**config.mk**
```make
export PLATFORM = sky130hd
export DESIGN_NAME = vc_fifo_arbiter
export DESIGN_NICKNAME = d
export VERILOG_FILES = /design/src/rtl/vc_fifo_arbiter.sv
export SDC_FILE = /design/constraint.sdc
export NUM_CORES = 1
export LEC_CHECK = 0
export ABC_AREA = 1
export BUFFER_PORTS_ARGS = -buffer_cell sky130_fd_sc_hd__buf_2
export CAP_MARGIN = 20
export CORE_MARGIN = 3
export CORE_UTILIZATION = 45
export CTS_CLUSTER_SIZE = 16
export DETAILED_ROUTE_END_ITERATION = 10
export SYNTH_ARGS = -nofsm -noshare
export SYNTH_HDL_FRONTEND = slang
export SYNTH_SLANG_ARGS = --single-unit
```
**constraint.sdc**
```tcl
create_clock -name clk -period 6.15 [get_ports clk]
set_input_delay 0.9225 -clock clk [delete_from_list [all_inputs] [get_ports clk]]
set_output_delay 0.9225 -clock clk [all_outputs]
set_load 0.005 [all_outputs]
```
**src/rtl/vc_fifo_arbiter.sv**
```systemverilog
// Two-virtual-channel input buffer with a strict-priority pop arbiter (VC0 over VC1).
// Popped words are presented on registered per-channel outputs with one-hot valids.
module vc_fifo_arbiter #(
    parameter int BITNUMBER = 6,
    parameter int ADDR      = 2,
    parameter int AF_THRESH = 3
) (
    input  logic                 clk,
    input  logic                 reset,
    input  logic [BITNUMBER-1:0] data_in,
    input  logic                 push,
    input  logic                 vc_sel,
    input  logic                 pause,
    output logic [BITNUMBER-1:0] data_out0,
    output logic [BITNUMBER-1:0] data_out1,
    output logic                 valid_VC0,
    output logic                 valid_VC1,
    output logic                 empty0,
    output logic                 empty1,
    output logic                 full0,
    output logic                 full1,
    output logic                 almost_full0,
    output logic                 almost_full1,
    output logic                 error
);

    localparam int DEPTH = 1 << ADDR;
    localparam logic [ADDR-1:0] PTR_ONE  = ADDR'(1'b1);
    localparam logic [ADDR:0]   CNT_ONE  = (ADDR+1)'(1'b1);
    localparam logic [ADDR:0]   CNT_ZERO = (ADDR+1)'(1'b0);
    localparam logic [ADDR:0]   CNT_FULL = (ADDR+1)'(DEPTH);
    localparam logic [ADDR:0]   CNT_AF   = (ADDR+1)'(AF_THRESH);

    logic [BITNUMBER-1:0] mem_q [2][DEPTH];
    logic [ADDR-1:0]      wptr_q [2];
    logic [ADDR-1:0]      wptr_d [2];
    logic [ADDR-1:0]      rptr_q [2];
    logic [ADDR-1:0]      rptr_d [2];
    logic [ADDR:0]        cnt_q  [2];
    logic [ADDR:0]        cnt_d  [2];

    logic [BITNUMBER-1:0] data_out0_q;
    logic [BITNUMBER-1:0] data_out1_q;
    logic                 valid0_q;
    logic                 valid1_q;
    logic                 error_q;

    logic [1:0] push_s;
    logic [1:0] pop_s;
    logic [1:0] full_s;
    logic [1:0] wr_s;
    logic [1:0] ovf_s;

    // Pop arbitration on pre-edge occupancy, push acceptance and next pointer/occupancy state
    always_comb begin
        push_s[0] = push & ~vc_sel;
        push_s[1] = push & vc_sel;
        pop_s[0]  = ~pause & (cnt_q[0] != CNT_ZERO);
        pop_s[1]  = ~pause & (cnt_q[0] == CNT_ZERO) & (cnt_q[1] != CNT_ZERO);
        for (int v = 0; v < 2; v++) begin
            full_s[v] = (cnt_q[v] == CNT_FULL);
            // A full FIFO still takes a word when its head leaves on the same edge
            wr_s[v]   = push_s[v] & (~full_s[v] | pop_s[v]);
            ovf_s[v]  = push_s[v] & full_s[v] & ~pop_s[v];
            if (wr_s[v]) begin
                wptr_d[v] = wptr_q[v] + PTR_ONE;
            end else begin
                wptr_d[v] = wptr_q[v];
            end
            if (pop_s[v]) begin
                rptr_d[v] = rptr_q[v] + PTR_ONE;
            end else begin
                rptr_d[v] = rptr_q[v];
            end
            if (wr_s[v] && !pop_s[v]) begin
                cnt_d[v] = cnt_q[v] + CNT_ONE;
            end else if (pop_s[v] && !wr_s[v]) begin
                cnt_d[v] = cnt_q[v] - CNT_ONE;
            end else begin
                cnt_d[v] = cnt_q[v];
            end
        end
    end

    // State update: storage, pointers, occupancy, registered pop outputs and sticky error
    always_ff @(posedge clk) begin
        if (!reset) begin
            for (int v = 0; v < 2; v++) begin
                wptr_q[v] <= '0;
                rptr_q[v] <= '0;
                cnt_q[v]  <= CNT_ZERO;
            end
            data_out0_q <= '0;
            data_out1_q <= '0;
            valid0_q    <= 1'b0;
            valid1_q    <= 1'b0;
            error_q     <= 1'b0;
        end else begin
            for (int v = 0; v < 2; v++) begin
                if (wr_s[v]) begin
                    mem_q[v][wptr_q[v]] <= data_in;
                end
                wptr_q[v] <= wptr_d[v];
                rptr_q[v] <= rptr_d[v];
                cnt_q[v]  <= cnt_d[v];
            end
            if (pop_s[0]) begin
                data_out0_q <= mem_q[0][rptr_q[0]];
                valid0_q    <= 1'b1;
                valid1_q    <= 1'b0;
            end else if (pop_s[1]) begin
                data_out1_q <= mem_q[1][rptr_q[1]];
                valid0_q    <= 1'b0;
                valid1_q    <= 1'b1;
            end else begin
                valid0_q    <= 1'b0;
                valid1_q    <= 1'b0;
            end
            if (ovf_s[0] || ovf_s[1]) begin
                error_q <= 1'b1;
            end
        end
    end

    assign data_out0    = data_out0_q;
    assign data_out1    = data_out1_q;
    assign valid_VC0    = valid0_q;
    assign valid_VC1    = valid1_q;
    assign error        = error_q;
    assign empty0       = (cnt_q[0] == CNT_ZERO);
    assign empty1       = (cnt_q[1] == CNT_ZERO);
    assign full0        = (cnt_q[0] == CNT_FULL);
    assign full1        = (cnt_q[1] == CNT_FULL);
    assign almost_full0 = (cnt_q[0] >= CNT_AF);
    assign almost_full1 = (cnt_q[1] >= CNT_AF);

endmodule

```
### After elaboration in Yosys (flattened, before gate mapping)

Memory sizes are Yosys's and may differ from the RTL's.
Index checks and enable logic that the tools add are counted.

| operators by class | value |
|---|---|
| magnitude comparators | 8 |
| equality and inequality tests | 2 |
| reductions and logical operators | 18 |
| bitwise gates (word level) | 30 |
| muxes and demuxes | 37 |
| add/subtract/negate cells | 8 |

Operators by type and width:

| operator | number |
|---|---|
| $mux W24 | 4 |
| $mux W6 | 6 |
| $bmux W6 S2 | 2 |
| $demux W6 S2 | 2 |
| $reduce_or A24 Y1 | 1 |
| $mux W3 | 6 |
| $mux W2 | 8 |
| $ge A3 B3 Y1 const B | 4 |
| $not A2 Y3 | 4 |
| $and A1 B1 Y1 | 11 |
| $mux W1 | 9 |
| $add A2 B1 Y2 const B | 4 |
| $or A1 B1 Y1 | 8 |
| $not A1 Y1 | 7 |
| $add A3 B1 Y3 const B | 2 |
| $eq A3 B3 Y1 const B | 2 |
| $ge A3 B2 Y1 const B | 2 |
| $logic_and A1 B1 Y1 | 6 |
| $logic_not A3 Y1 | 2 |
| $lt A3 B1 Y1 const B | 2 |
| $reduce_bool A3 Y1 | 2 |
| $sub A3 B1 Y3 const B | 2 |
| $logic_not A1 Y1 | 4 |
| $reduce_and A2 Y1 | 1 |
| 2 further kinds | 2 |

| storage, ports and cells | value |
|---|---|
| input port bits | 11 |
| memories | 4 |
| flip-flop bits (word level) | 15 |
| output and inout bits | 21 |
| logic and storage cells | 112 |
| memory bits (writable) | 62 |

Memories:

| name | depth | width | read ports | clocked after memory_dff | write ports | line | text |
|---|---|---|---|---|---|---|---|
| mem_q | 2 | 24 | 2 | 0 | 1 | 34 | `logic [BITNUMBER-1:0] mem_q [2][DEPTH];` |
| cnt_q | 2 | 3 | 2 | 0 | 2 | 39 | `logic [ADDR:0] cnt_q [2];` |
| rptr_q | 2 | 2 | 2 | 0 | 2 | 37 | `logic [ADDR-1:0] rptr_q [2];` |
| wptr_q | 2 | 2 | 2 | 0 | 2 | 35 | `logic [ADDR-1:0] wptr_q [2];` |

### Logic depth before layout (Yosys ltp)

| depth | value |
|---|---|
| depth in word-level cells | 10 |
| gate-level depth with buffers | 13 |
| mapped depth without buffers | 13 |

### Least setup slack after synthesis

Ideal clock, no wire load.

| path | value |
|---|---|
| kind | input to register |
| start | in pause |
| end | mem cnt_q[0][2] in the netlist's numbering |
| arrival | 2.311 ns |
| required time | 6.080 ns |
| path buffers | 1 |
| library setup time | 0.070 ns |
| path slack | 3.770 ns |
| stages on the path | 10 |
| path through | inv_1 -> nand2_2 -> buf_6 -> ha_1 -> inv_1 -> fa_1 -> or2_2 -> nand2_1 -> o21ai_0 -> a21oi_1 |

RTL lines:

| what | line | text |
|---|---|---|
| from (decl) | 13 | `input logic pause,` |
| to (decl) | 39 |  |

==> results.toml <==
[place]
gp_congestion = 0.732
portBuffers = 31
place_ws_ns = 3.51
hpwl_mm = 4.18

[power]
swShare = 0.328
powerDensity_nw_per_um2 = 403
vdd_drop_max_uv = 136
p_clk_frac = 0.274
p_int_mw = 1.01
p_leak_nw = 1.51
power.total_mw = 1.50
combPwrFrac = 0.265
seqPwrFrac = 0.461
p_sw_mw = 0.491

[timing]
fmax_mhz = 440
final.min_clock_period_ns = 2.27
rsz0062_at_grt = "false"
tightest_slew_ns = 0.653
hold_violations = 0
setup_slack_ns = 3.88
fin_skew_ns = 0.00711
slew_viol_final = 0
slew_headroom = 0.563
period_share = 0.370
fin_setup_tns_ns = 0
setup_viol = 0

[global_route]
globalRouteTotalUtil = 0.160
grt_overflow_total = 0
grt_pass1_wl_mm = 10.4
grt_max_degree = 26
grt_pass1_vias = 2126
grt_antenna_before_repair = 0

[setup_path]
start_kind = "input port"
path_cells = "buf_2, nor2_1, nand2_1, inv_1, ha_1, inv_1, fa_1, or2_2, nand2_1, o21ai_0, a21oi_1"
r2r_cells = 10
crit_required_ns = 6.42
worst_path_max_delay_cell = "fa_1"
cpPeakStageDelay_ns = 0.37
worstPathMaxFanout = 5
critPathCaptureType = "flop"
crit_type = "in -> reg"
path_buf_inv = 3
path_delay_family = "simple AND/OR/NAND/NOR gates"
crit_cells = 11
critPathArrivalTime_ns = 2.55

[cts]
cts_setup_buffers = 0
htreeDepth = 3
cts_tree = "built"
clk_pin_slew_ns = 0.07
cts_resized = 0
clkSinkCount = 77
clk_latency_ns = 0.34
cts-root-buf = "clkbuf_8"
cts_buffer_depth = 2
cts_buffers = 9
hold_buffers = 0

[die]
die_h_um = 91.3
ios = 32
die_w_um = 91.3
rows = 30
die_area_um2 = 8340
start_util = 0.472
coreArea_um2 = 6940

[layout]
num-nets-final = 375
num_antenna_cells = 0
area_growth_pct = 13.3
fin_util = 0.535
fillers = 607
layout-drive-gt1-share = 0.174

[routing]
detail_route.wl_per_cell_um = 13.1
totalWireLength_mm = 5.95
vias_per_cell = 4.84
drt_iter0_drc = 86
drt_first_pass_iters = 4
route.detailed.drc = 0
drtAntennaViolNets = 0
vias = 2192

[status]
outcome = "finished clean"

[worst_hold_path]
hold_depth = 2
hold_class = "reg -> reg"

[synthesis]
yosysSeqAreaShare = 0.617
synth_cell_types = 26
synthCells = 319
yosysWarnings = 0
syn-cell-area_um2 = 3280
syn-num-nets = 342
syn_area_per_cell_um2 = 10.3
ys_ff_latch = 77

[flow_run]
drv_cap = 0
worst min-delay path, stage by stage (launching register included):
cell and delay, ns:
dfxtp_1 0.31, nand3_1 0.07, nand2_1 0.05
sequential cells by signal, indices dropped and copies added, names as in the netlist:
signal,cells
mem_q,48
cnt_q,6
data_out0,6
data_out1,6
rptr_q,4
wptr_q,4
error,1
valid_VC0,1
valid_VC1,1
final timing paths:
kind | from | slack [ns] | to
hold / removal | data_out0[5] | 0.47 | data_out0[5]
setup / recovery | vc_sel | 3.88 | cnt_q[0][2]
hold reg to reg | data_out0[5] | 0.47 | data_out0[5]
setup reg to reg | cnt_q[0][0] | 3.98 | cnt_q[0][2]
cells by family (layout without fill, tap and decap cells):
| kind of cell | count (synthesis) | count (layout) | synth area share |
|---|---|---|---|
| adder cells (fa/ha/maj) | 12 | 12 | 0.0504 |
| flip-flops | 77 | 77 | 0.617 |
| AND/OR/NAND/NOR | 139 | 139 | 0.197 |
| buffers and inverters | 43 | 81 | 0.0565 |
| XOR/XNOR | 4 | 4 | 0.0107 |
| AO/OA/AOI/OAI | 44 | 44 | 0.0684 |
Yosys cell counts:
cell type  number  area (um2)
inv_1          29         109
nand2_2         5        31.3
dfxtp_1        29         581
nand4_1         1        6.26
xor2_1          4        35.0
buf_6           1        11.3
o21ai_2         1        8.76
o21ai_0        27         135
nand2_1        45         169
nor2_8          1        20.0
fa_1            2        40.0
a21oi_1        12        60.1
inv_4           1        6.26
nor3_1          2        10.0
edfxtp_1       48        1440
nor2_1         50         188
ha_1           10         125
inv_2           4        15.0
or2_2           1        6.26
clkbuf_1        1        3.75
buf_2           5        25.0
o21ai_1         4        20.0
buf_4           2        15.0
nand3_1        29         145
nand3_4         2        35.0
nor2_4          3        33.8
cell usage in the layout, fill, tap and decap left out, drive strengths merged:
cell type  synthesis  routed
fa                 2       2
o21ai             32      32
clkinv             0       2
nand3             31      31
edfxtp            48      48
nand2             50      50
dfxtp             29      29
clkbuf             1      11
or2                1       1
a21oi             12      12
inv               34      34
ha                10      10
bufinv             0       2
nand4              1       1
nor3               2       2
xor2               4       4
buf                8      31
nor2              54      54
clkinvlp           0       1
cell type report:
cell class,instances,area [um2],area share
well taps,96,120,0.0324
inverters,34,130,0.0351
repair buffers,31,155,0.0418
clock buffers,11,141,0.0381
flip-flops and latches,77,2020,0.545
clock inverters,5,75.1,0.0202
multi-input cells,199,1070,0.288
power groups by stage:
stage	logic, mW	registers [mW]	clock network, mW
floorplan	0.305	0.679	0
global placement	0.393	0.703	0
detailed placement	0.401	0.702	0
CTS	0.404	0.691	0.422
global route	0.462	0.703	0.443
finish	0.396	0.690	0.411
through the flow:
step                      cells  hold WS, ns  instance area (um2)
after global routing        453        0.496                 3710
after floorplan             319        0.463                 3280
after CTS                   453        0.472                 3710
after global placement      437        0.461                 3500
after detailed placement    437        0.459                 3500
final                       453        0.471                 3710
metal layers:
layer  GRT usage  routed length, um  part of all wire
met1       0.215               2860              0.48
met2       0.246               2770              0.47
met5           0                  0                 0
met4      0.0641                 80             0.013
met3      0.0423                240             0.040
Power figures use the tool's default switching activity.
